--- src/rtl/irq_ctrl_pkg.sv ---
// Shared definitions for the interrupt controller: register indices,
// CAUSE/TYPE bit positions and the service-round state encoding.
package irq_ctrl_pkg;

  localparam logic [1:0] REG_PEND  = 2'd0;
  localparam logic [1:0] REG_EN    = 2'd1;
  localparam logic [1:0] REG_CAUSE = 2'd2;
  localparam logic [1:0] REG_TYPE  = 2'd3;

  localparam int CAUSE_VALID_BIT = 31;
  // On a TYPE/SET write this bit selects "load TYPE" over "software set".
  localparam int TYPE_WR_BIT     = 31;

  typedef enum logic [1:0] {
    S_IDLE  = 2'd0,
    S_PULSE = 2'd1,
    S_WAIT  = 2'd2,
    S_GAP   = 2'd3
  } irq_state_t;

endpackage

--- src/rtl/irq_ctrl_if.sv ---
// IO-bus connection of the interrupt controller.
//   sel   : IO decoder select        rd/wr : CPU strobes
//   radr  : register index (adr[3:2]) wdata : CPU write data
//   rdata : read data, combinational from the slave
interface irq_ctrl_if;

  logic        sel;
  logic        rd;
  logic        wr;
  logic [1:0]  radr;
  logic [31:0] wdata;
  logic [31:0] rdata;

  modport master (output sel, rd, wr, radr, wdata, input rdata);
  modport slave  (input sel, rd, wr, radr, wdata, output rdata);

endinterface

--- src/rtl/irq_ctrl_src_cond.sv ---
// Per-source conditioner: two-flop synchroniser for an asynchronous source
// line plus an edge/level qualifier that yields a one-bit set strobe.
//   clk, rst  : clock, synchronous active-high reset
//   src       : raw source line (asynchronous)
//   edge_mode : 1 = set on rising edge, 0 = set while level is high
//   set       : strobe that sets the pending bit
module irq_ctrl_src_cond (
  input  logic clk,
  input  logic rst,
  input  logic src,
  input  logic edge_mode,
  output logic set
);

  logic s1, s2, s3;

  always_ff @(posedge clk) begin
    if (rst) begin
      s1 <= 1'b0;
      s2 <= 1'b0;
      s3 <= 1'b0;
    end else begin
      s1 <= src;
      s2 <= s1;
      s3 <= s2;
    end
  end

  assign set = edge_mode ? (s2 & ~s3) : s2;

endmodule

--- src/rtl/irq_ctrl.sv ---
// Memory-mapped interrupt controller. Merges NUM_IRQ sources into a single
// edge-detected irq line: one 1-cycle pulse per service round, then waits
// for software EOI (any write to CAUSE) before it may pulse again.
//   clk, rst : clock, synchronous active-high reset
//   src      : raw source lines (asynchronous)
//   bus      : IO-bus slave port (sel/rd/wr/radr/wdata in, rdata out)
//   irq      : registered interrupt request to the core
//
// state   | meaning
// --------+---------------------------------------------------------
// S_IDLE  | no round in progress; start one when pending & enable != 0
// S_PULSE | irq high for this single cycle
// S_WAIT  | round outstanding; new requests held until EOI
// S_GAP   | one low cycle after EOI so the core sees a fresh edge
module irq_ctrl
  import irq_ctrl_pkg::*;
#(
  parameter int                 NUM_IRQ  = 8,
  parameter logic [NUM_IRQ-1:0] EDGE_RST = {NUM_IRQ{1'b1}}
) (
  input  logic               clk,
  input  logic               rst,
  input  logic [NUM_IRQ-1:0] src,
  irq_ctrl_if.slave          bus,
  output logic               irq
);

  logic [NUM_IRQ-1:0] pending, enable, src_type, hw_set, active, wdata_n;
  logic [4:0]         cause_idx;
  logic [31:0]        cause_word;
  logic               req, wr_en, wr_clr, wr_enable, wr_type, wr_set, eoi;
  irq_state_t         state;
  logic               unused_wdata;

  for (genvar i = 0; i < NUM_IRQ; i++) begin : g_src
    irq_ctrl_src_cond u_cond (
      .clk       (clk),
      .rst       (rst),
      .src       (src[i]),
      .edge_mode (src_type[i]),
      .set       (hw_set[i])
    );
  end

  assign wdata_n      = bus.wdata[NUM_IRQ-1:0];
  assign unused_wdata = ^bus.wdata;

  assign wr_en     = bus.sel & bus.wr;
  assign wr_clr    = wr_en && (bus.radr == REG_PEND);
  assign wr_enable = wr_en && (bus.radr == REG_EN);
  assign eoi       = wr_en && (bus.radr == REG_CAUSE);
  assign wr_type   = wr_en && (bus.radr == REG_TYPE) &&  bus.wdata[TYPE_WR_BIT];
  assign wr_set    = wr_en && (bus.radr == REG_TYPE) && !bus.wdata[TYPE_WR_BIT];

  assign active = pending & enable;
  assign req    = |active;

  // Descending scan so the lowest-numbered active source is the last to win.
  always_comb begin
    cause_idx = '0;
    for (int i = NUM_IRQ - 1; i >= 0; i--) begin
      if (active[i]) cause_idx = 5'(i);
    end
  end

  always_comb begin
    cause_word                  = '0;
    cause_word[CAUSE_VALID_BIT] = req;
    cause_word[4:0]             = cause_idx;
  end

  always_comb begin
    bus.rdata = '0;
    if (bus.sel && bus.rd) begin
      case (bus.radr)
        REG_PEND:  bus.rdata = 32'(pending);
        REG_EN:    bus.rdata = 32'(enable);
        REG_CAUSE: bus.rdata = cause_word;
        default:   bus.rdata = 32'(src_type);
      endcase
    end
  end

  // Hardware and software sets are OR-ed after the W1C mask, so a set
  // arriving in the same cycle as its clear keeps the bit at 1.
  always_ff @(posedge clk) begin
    if (rst) begin
      pending  <= '0;
      enable   <= '0;
      src_type <= EDGE_RST;
    end else begin
      pending <= (pending & ~(wr_clr ? wdata_n : '0))
               | hw_set
               | (wr_set ? wdata_n : '0);
      if (wr_enable) enable   <= wdata_n;
      if (wr_type)   src_type <= wdata_n;
    end
  end

  always_ff @(posedge clk) begin
    if (rst) begin
      state <= S_IDLE;
      irq   <= 1'b0;
    end else begin
      irq <= 1'b0;
      case (state)
        S_IDLE: begin
          if (req) begin
            state <= S_PULSE;
            irq   <= 1'b1;
          end
        end
        S_PULSE: state <= S_WAIT;
        S_WAIT:  if (eoi) state <= S_GAP;
        default: state <= S_IDLE;
      endcase
    end
  end

endmodule

--- src/flat_wrapper.sv ---
// flat-port wrapper written by rule: the top's interface ports become plain ports
module irq_ctrl_flat import irq_ctrl_pkg::*;
#(
  parameter int                 NUM_IRQ  = 8,
  parameter logic [NUM_IRQ-1:0] EDGE_RST = {NUM_IRQ{1'b1}}
)
  (clk, rst, src, irq, bus_sel, bus_rd, bus_wr, bus_radr, bus_wdata, bus_rdata);
  irq_ctrl_if bus_i ();
  input  logic clk;
  input  logic rst;
  input  logic [NUM_IRQ-1:0] src;
  output logic irq;
  input wire logic [$bits(bus_i.sel)-1:0] bus_sel;
  input wire logic [$bits(bus_i.rd)-1:0] bus_rd;
  input wire logic [$bits(bus_i.wr)-1:0] bus_wr;
  input wire logic [$bits(bus_i.radr)-1:0] bus_radr;
  input wire logic [$bits(bus_i.wdata)-1:0] bus_wdata;
  output wire logic [$bits(bus_i.rdata)-1:0] bus_rdata;
  assign bus_i.sel = bus_sel;
  assign bus_i.rd = bus_rd;
  assign bus_i.wr = bus_wr;
  assign bus_i.radr = bus_radr;
  assign bus_i.wdata = bus_wdata;
  assign bus_rdata = bus_i.rdata;
  irq_ctrl #(.NUM_IRQ(NUM_IRQ), .EDGE_RST(EDGE_RST)) u_core (.clk(clk), .rst(rst), .src(src), .bus(bus_i), .irq(irq));
endmodule
--- config.mk ---
export PLATFORM = sky130hd
export DESIGN_NAME = irq_ctrl_flat
export DESIGN_NICKNAME = d
export VERILOG_FILES = /design/src/rtl/irq_ctrl_pkg.sv /design/src/rtl/irq_ctrl_if.sv /design/src/rtl/irq_ctrl_src_cond.sv /design/src/rtl/irq_ctrl.sv /design/src/flat_wrapper.sv
export SDC_FILE = /design/constraint.sdc
export NUM_CORES = 1
export LEC_CHECK = 0
export ABC_AREA = 1
export ABC_CLOCK_PERIOD_IN_PS = 1500
export CAP_MARGIN = 15
export CORE_MARGIN = 2
export CORE_UTILIZATION = 35
export CTS_CLUSTER_SIZE = 12
export DETAILED_ROUTE_END_ITERATION = 10
export DONT_BUFFER_PORTS = 1
export GPL_TIMING_DRIVEN = 0
export PLACE_DENSITY = 0.6
export SLEW_MARGIN = 10
export SYNTH_ARGS = -nofsm -noshare
export SYNTH_HDL_FRONTEND = slang
export SYNTH_SLANG_ARGS = --single-unit
--- constraint.sdc ---
create_clock -name clk -period 1.5 [get_ports clk]
set_input_delay 0.3 -clock clk [delete_from_list [all_inputs] [get_ports clk]]
set_output_delay 0.3 -clock clk [all_outputs]
set_load 0.01 [all_outputs]
Yosys cells after proc, flatten, opt, wreduce, memory -nomap -nowiden
Index checks and enable logic that the tools add are counted.
{"block": "word_totals", "regBits": 51, "latch_bits": 0, "mem_bits_rw": 0, "rom_bits": 0, "wordCells": 96, "n_memories": 0}
{"block": "classes", "add_sub_neg": 0, "n_mul": 0, "div": 0, "magnitude_cmp": 0, "n_eq_ne": 7, "n_shift": 0, "muxes": 24, "n_bitwise": 23, "reduce_logical": 13}
{"cell": "$pmux W32 S3", "n": 1}
{"cell": "$mux W32", "n": 1}
{"cell": "$mux W3", "n": 8}
{"cell": "$and A8 B8 Y8", "n": 2}
{"cell": "$mux W8", "n": 2}
{"cell": "$or A8 B8 Y8", "n": 2}
{"cell": "$and A1 B1 Y1", "n": 9}
{"cell": "$mux W1", "n": 9}
{"cell": "$not A1 Y1", "n": 9}
{"cell": "$not A8 Y8", "n": 1}
{"cell": "$reduce_or A8 Y1", "n": 1}
{"cell": "$logic_and A1 B1 Y1", "n": 7}
{"cell": "$eq A2 B2 Y1 const B", "n": 3}
{"cell": "$pmux W2 S3", "n": 1}
{"cell": "$eq A2 B1 Y1 const B", "n": 2}
{"cell": "$logic_not A2 Y1", "n": 2}
{"cell": "$mux W2", "n": 2}
{"cell": "$ne A2 B1 Y1 const B", "n": 2}
{"cell": "$reduce_and A2 Y1", "n": 1}
{"cell": "$reduce_or A2 Y1", "n": 1}
{"cell": "$logic_not A1 Y1", "n": 1}

Longest topological paths before layout
{"block": "logic_depth", "word_depth": 11, "ltp_mapped": 10}

Hierarchy
Synthesis repeated with hierarchy kept, for this count alone.
{"block": "hier_totals", "cells_unflattened": 310, "hier_area_um2": 2377.3}
{"module": "irq_ctrl", "n_inst": 1, "cells_each": 230, "area_each_um2": 1646.6, "seq_area_each_um2": 540.5}
{"module": "irq_ctrl_src_cond", "n_inst": 8, "cells_each": 10, "area_each_um2": 91.3, "seq_area_each_um2": 60.1}

Worst setup path after synthesis
OpenSTA, ideal clock, no wires.
{"block": "synth_timing", "path_kind": "input -> output", "start": "in bus_radr[0]", "end": "out bus_rdata[0]", "arrival_ns": 0.949, "slack_ns": 0.251, "cell_stages": 6, "path_cell_list": "buf_6 -> nor2_2 -> inv_2 -> a21oi_1 -> nand2_1 -> a21oi_1"}
{"block": "synth_via", "elab_chain_len": 3, "word_cells_on_any_way": 5, "cone_classes": "eq/ne (2); mux (2); reduce/logical (1)"}
{"element": "from (decl)", "line_no": "flat_wrapper.sv:16", "text": "input wire logic [$bits(bus_i.radr)-1:0] bus_radr;"}
{"element": "$eq A2 B2 Y1 (tied with other cells)", "line_no": "irq_ctrl.sv:75", "text": "case (bus.radr)"}
{"element": "$pmux W32 S3 *", "line_no": "irq_ctrl.sv:75"}
{"element": "$mux W32 *", "line_no": "irq_ctrl.sv:74", "text": "if (bus.sel && bus.rd) begin"}
{"element": "to (decl)", "line_no": "flat_wrapper.sv:18", "text": "output wire logic [$bits(bus_i.rdata)-1:0] bus_rdata;"}
Mark *: on every way between the ends. The rest lies on a longest branch, timed or not.

Worst setup path in the final report
{"block": "layout_timing", "start": "reg u_core.pending[6]", "end": "out bus_rdata[1]"}
{"block": "layout_via", "elab_chain_len": 10}
{"element": "from (decl)", "line_no": "irq_ctrl.sv:28", "text": "logic [NUM_IRQ-1:0] pending, enable, src_type, hw_set, active, wdata_n;"}
{"element": "from (signal assigned)", "line_no": "irq_ctrl.sv:92", "text": "pending <= (pending & ~(wr_clr ? wdata_n : '0))"}
{"element": "$and A8 B8 Y8", "line_no": "irq_ctrl.sv:55", "text": "assign active = pending & enable;"}
{"element": "$mux W3 (7 in a row)", "line_no": "irq_ctrl.sv:62", "text": "if (active[i]) cause_idx = 5'(i);"}
{"element": "$pmux W32 S3", "line_no": "irq_ctrl.sv:75"}
{"element": "$mux W32", "line_no": "irq_ctrl.sv:74"}
No other way between the ends.

==> impl_metrics.json <==
{
  "grt_overflow_total": 0,
  "setup_viol": 3,
  "drive_gt1_share_pct": 30.5,
  "start_kind": "register",
  "die_area_um2": 7580,
  "drc": 0,
  "clock.fmax_mhz": 615,
  "wl_mm": 4.76,
  "cts_buffers": 5,
  "cp-startpoint": "u_core.pending[6]",
  "grt_pass1_wl_mm": 8.13,
  "vias": 1848,
  "holdWs_ns": 0.0889,
  "layout_common_cells": "49 x inv_1, 40 x nand2_1, 35 x dfxtp_1",
  "num-fill-cells": 699,
  "powerDensity_nw_per_um2": 944,
  "worstHoldStart": "src[1]",
  "layout_commonest_cell": "inv_1",
  "antenna_found_initial": 0,
  "die_w_um": 87.1,
  "synthDominantCellAreaShare_pct": 42.3,
  "grt_usage_pct": 13.6,
  "detail_route.wl_per_cell_um": 11.1,
  "end_kind": "output pin",
  "yosys.area.top_type": "dfxtp_1",
  "r2r-start": "u_core.state[0]",
  "layout_min_cycle_time_ns": 1.63,
  "slowest_stage": "dfxtp_2",
  "antenna_left": 0,
  "cts_tree": "yes",
  "violations": "negative setup slack",
  "grt_pass1_vias": 1786,
  "die_y_um": 87.1,
  "status": "finished, violations left",
  "gp_congestion": 0.805,
  "finalSetupTns_ns": -0.279,
  "ys_warn_count": 0,
  "path_class": "reg2out",
  "row_count": 30,
  "dp_hpwl_mm": 3.72,
  "cts.path.max_buffers": 2,
  "layout_setup_ws_ns": -0.127,
  "clkSinkCount": 51,
  "synth_edf_count": 0,
  "cp_max_fo": 3,
  "cp.arrival_ns": 1.33,
  "syn_area_per_cell_um2": 7.74,
  "synthTopCellsByArea": "dfxtp_1 42%, nand2_1 8.1%, inv_1 7.9%, buf_4 7.2%, nor2_1 5.1%",
  "start_util_pct": 35.9,
  "syn2layout_area_growth_pct": 18.7,
  "ys_seq_elements": 51,
  "synth_cell_types": 28,
  "irDropWorstVdd_v": 0.000631,
  "required_ns": 1.20,
  "diodes": 0,
  "htreeDepth": 2,
  "fin_crit_sh_pct": 108,
  "hold_buffers": 0,
  "path_clk_slew_ns": 0.10,
  "path_buf_inv": 1,
  "seq_area_um2": 1040,
  "crit_family": "compound AO/OA/AOI/OAI gates",
  "viasPerCell": 4.29,
  "cts_root_buffer": "clkbuf_8",
  "grt_max_degree": 18,
  "dpl_cell_area_um2": 2600,
  "async_flop_share_pct": 0,
  "max_stage_delay_ns": 0.35,
  "finalNetCount": 400,
  "rsz0062_at_grt": "true",
  "portBuffers": 0,
  "syn_inst": 312,
  "final_max_slew_viol_count": 0,
  "maxCapViolations": 0,
  "min_path_type": "in2reg",
  "crit_chain": "nand2_2, buf_4, a21oi_1, o21ai_1, a31oi_2",
  "yosys_most_used_dff": "dfxtp_1",
  "leakage_uw": 0.00150,
  "io_pins": 80,
  "final_util_pct": 42.7,
  "core-area_um2": 6720,
  "seq_area_frac_synth_pct": 42.3,
  "hold_viol_final": 0,
  "drt_iter0_markers": 103,
  "fin_worst_skew_ns": 0.00551,
  "clk_latency_ns": 0.30,
  "fin_area_um2": 2870,
  "syn_area_um2": 2410,
  "first_pass_iters": 4,
  "multi_input_area_um2": 1140
}
==> cells in the mapped netlist (2+ instances only) <==
master    number
nand2_1       52
buf_2          2
o211ai_1       6
o21ai_1       15
o211ai_2       8
clkbuf_1       3
nand2_2        2
buf_4         23
a21oi_1       21
nand2_4        5
dfxtp_1       51
nor3_1         4
a221oi_1       2
o21ai_0       12
buf_6          3
nor2_8         2
inv_2          3
inv_1         51
nor2_1        33
o22ai_1        3
o31ai_1        2
ha_1           3
==> cells by family after synthesis <==
group | count (synthesis) | synth area share (%)
AOI/OAI and AO/OA | 71 | 18.7
adders and majority gates | 3 | 1.55
buffers and inverters | 85 | 17.8
DFF | 51 | 42.3
other | 1 | 0.155
and+or+nand+nor | 101 | 19.5
==> cell type report <==
type	count	share of cell area, %
plain buffers	31	7.94
clock buffers	5	2.40
clock inverters	3	0.786
inverters	54	7.07
multi-input cells	198	39.6
flip-flops and latches	51	36.3
well taps	80	3.49
repair buffers	9	2.36
==> timing repair <==
action / CTS / global route
hold endpoints to repair: 0 / 0
setup endpoints to repair: 4 / 4
setup buffers: 6 / 3
resized for setup: 22 / 21
pin swaps: 7 / 17
==> flip-flops by register name, summed over array words and instances, names as in the netlist <==
name and flops:
u_core.pending 8, u_core.enable 8, u_core.state 2, u_core.g_src.u_cond.s3 8, u_core.g_src.u_cond.s1 8, u_core.src_type 8, u_core.g_src.u_cond.s2 8, u_core.irq 1
==> where the power goes <==
group          leakage (uW)  internal, uW  switching (uW)  total, uW
Clock             0.0000485           335             465        800
Combinational       0.00103           176             260        437
Sequential         0.000425          1430            42.1       1470
==> per-stage QoR <==
step | total power, uW | worst slack, ns | std cells
after floorplan | 1830 | 0.251 | 334
after global placement | 1880 | 0.0864 | 414
after detailed placement | 1900 | 0.0739 | 414
after CTS | 2740 | -0.145 | 428
after global routing | 2870 | -0.263 | 431
final | 2710 | -0.127 | 431
==> worst paths after layout <==
kind	end	slack, ns	cells after the start
min reg2reg	u_core.g_src[6].u_cond.s2	0.40	2
min	u_core.g_src[1].u_cond.s1	0.09	2
max	bus_rdata[1]	-0.13	5
max reg2reg	u_core.state[1]	0.39	6
==> layer usage <==
layer / part of all wire, % / GRT usage, % / vias to the layer above
li1: - / - / 1007
met1: 47 / 17.3 / 783
met2: 46 / 22.9 / 54
met3: 6.1 / 3.32 / 4
met4: 0.86 / 4.12 / 0
met5: 0 / 0 / -
Note: power is estimated with default switching activity, not from simulation.
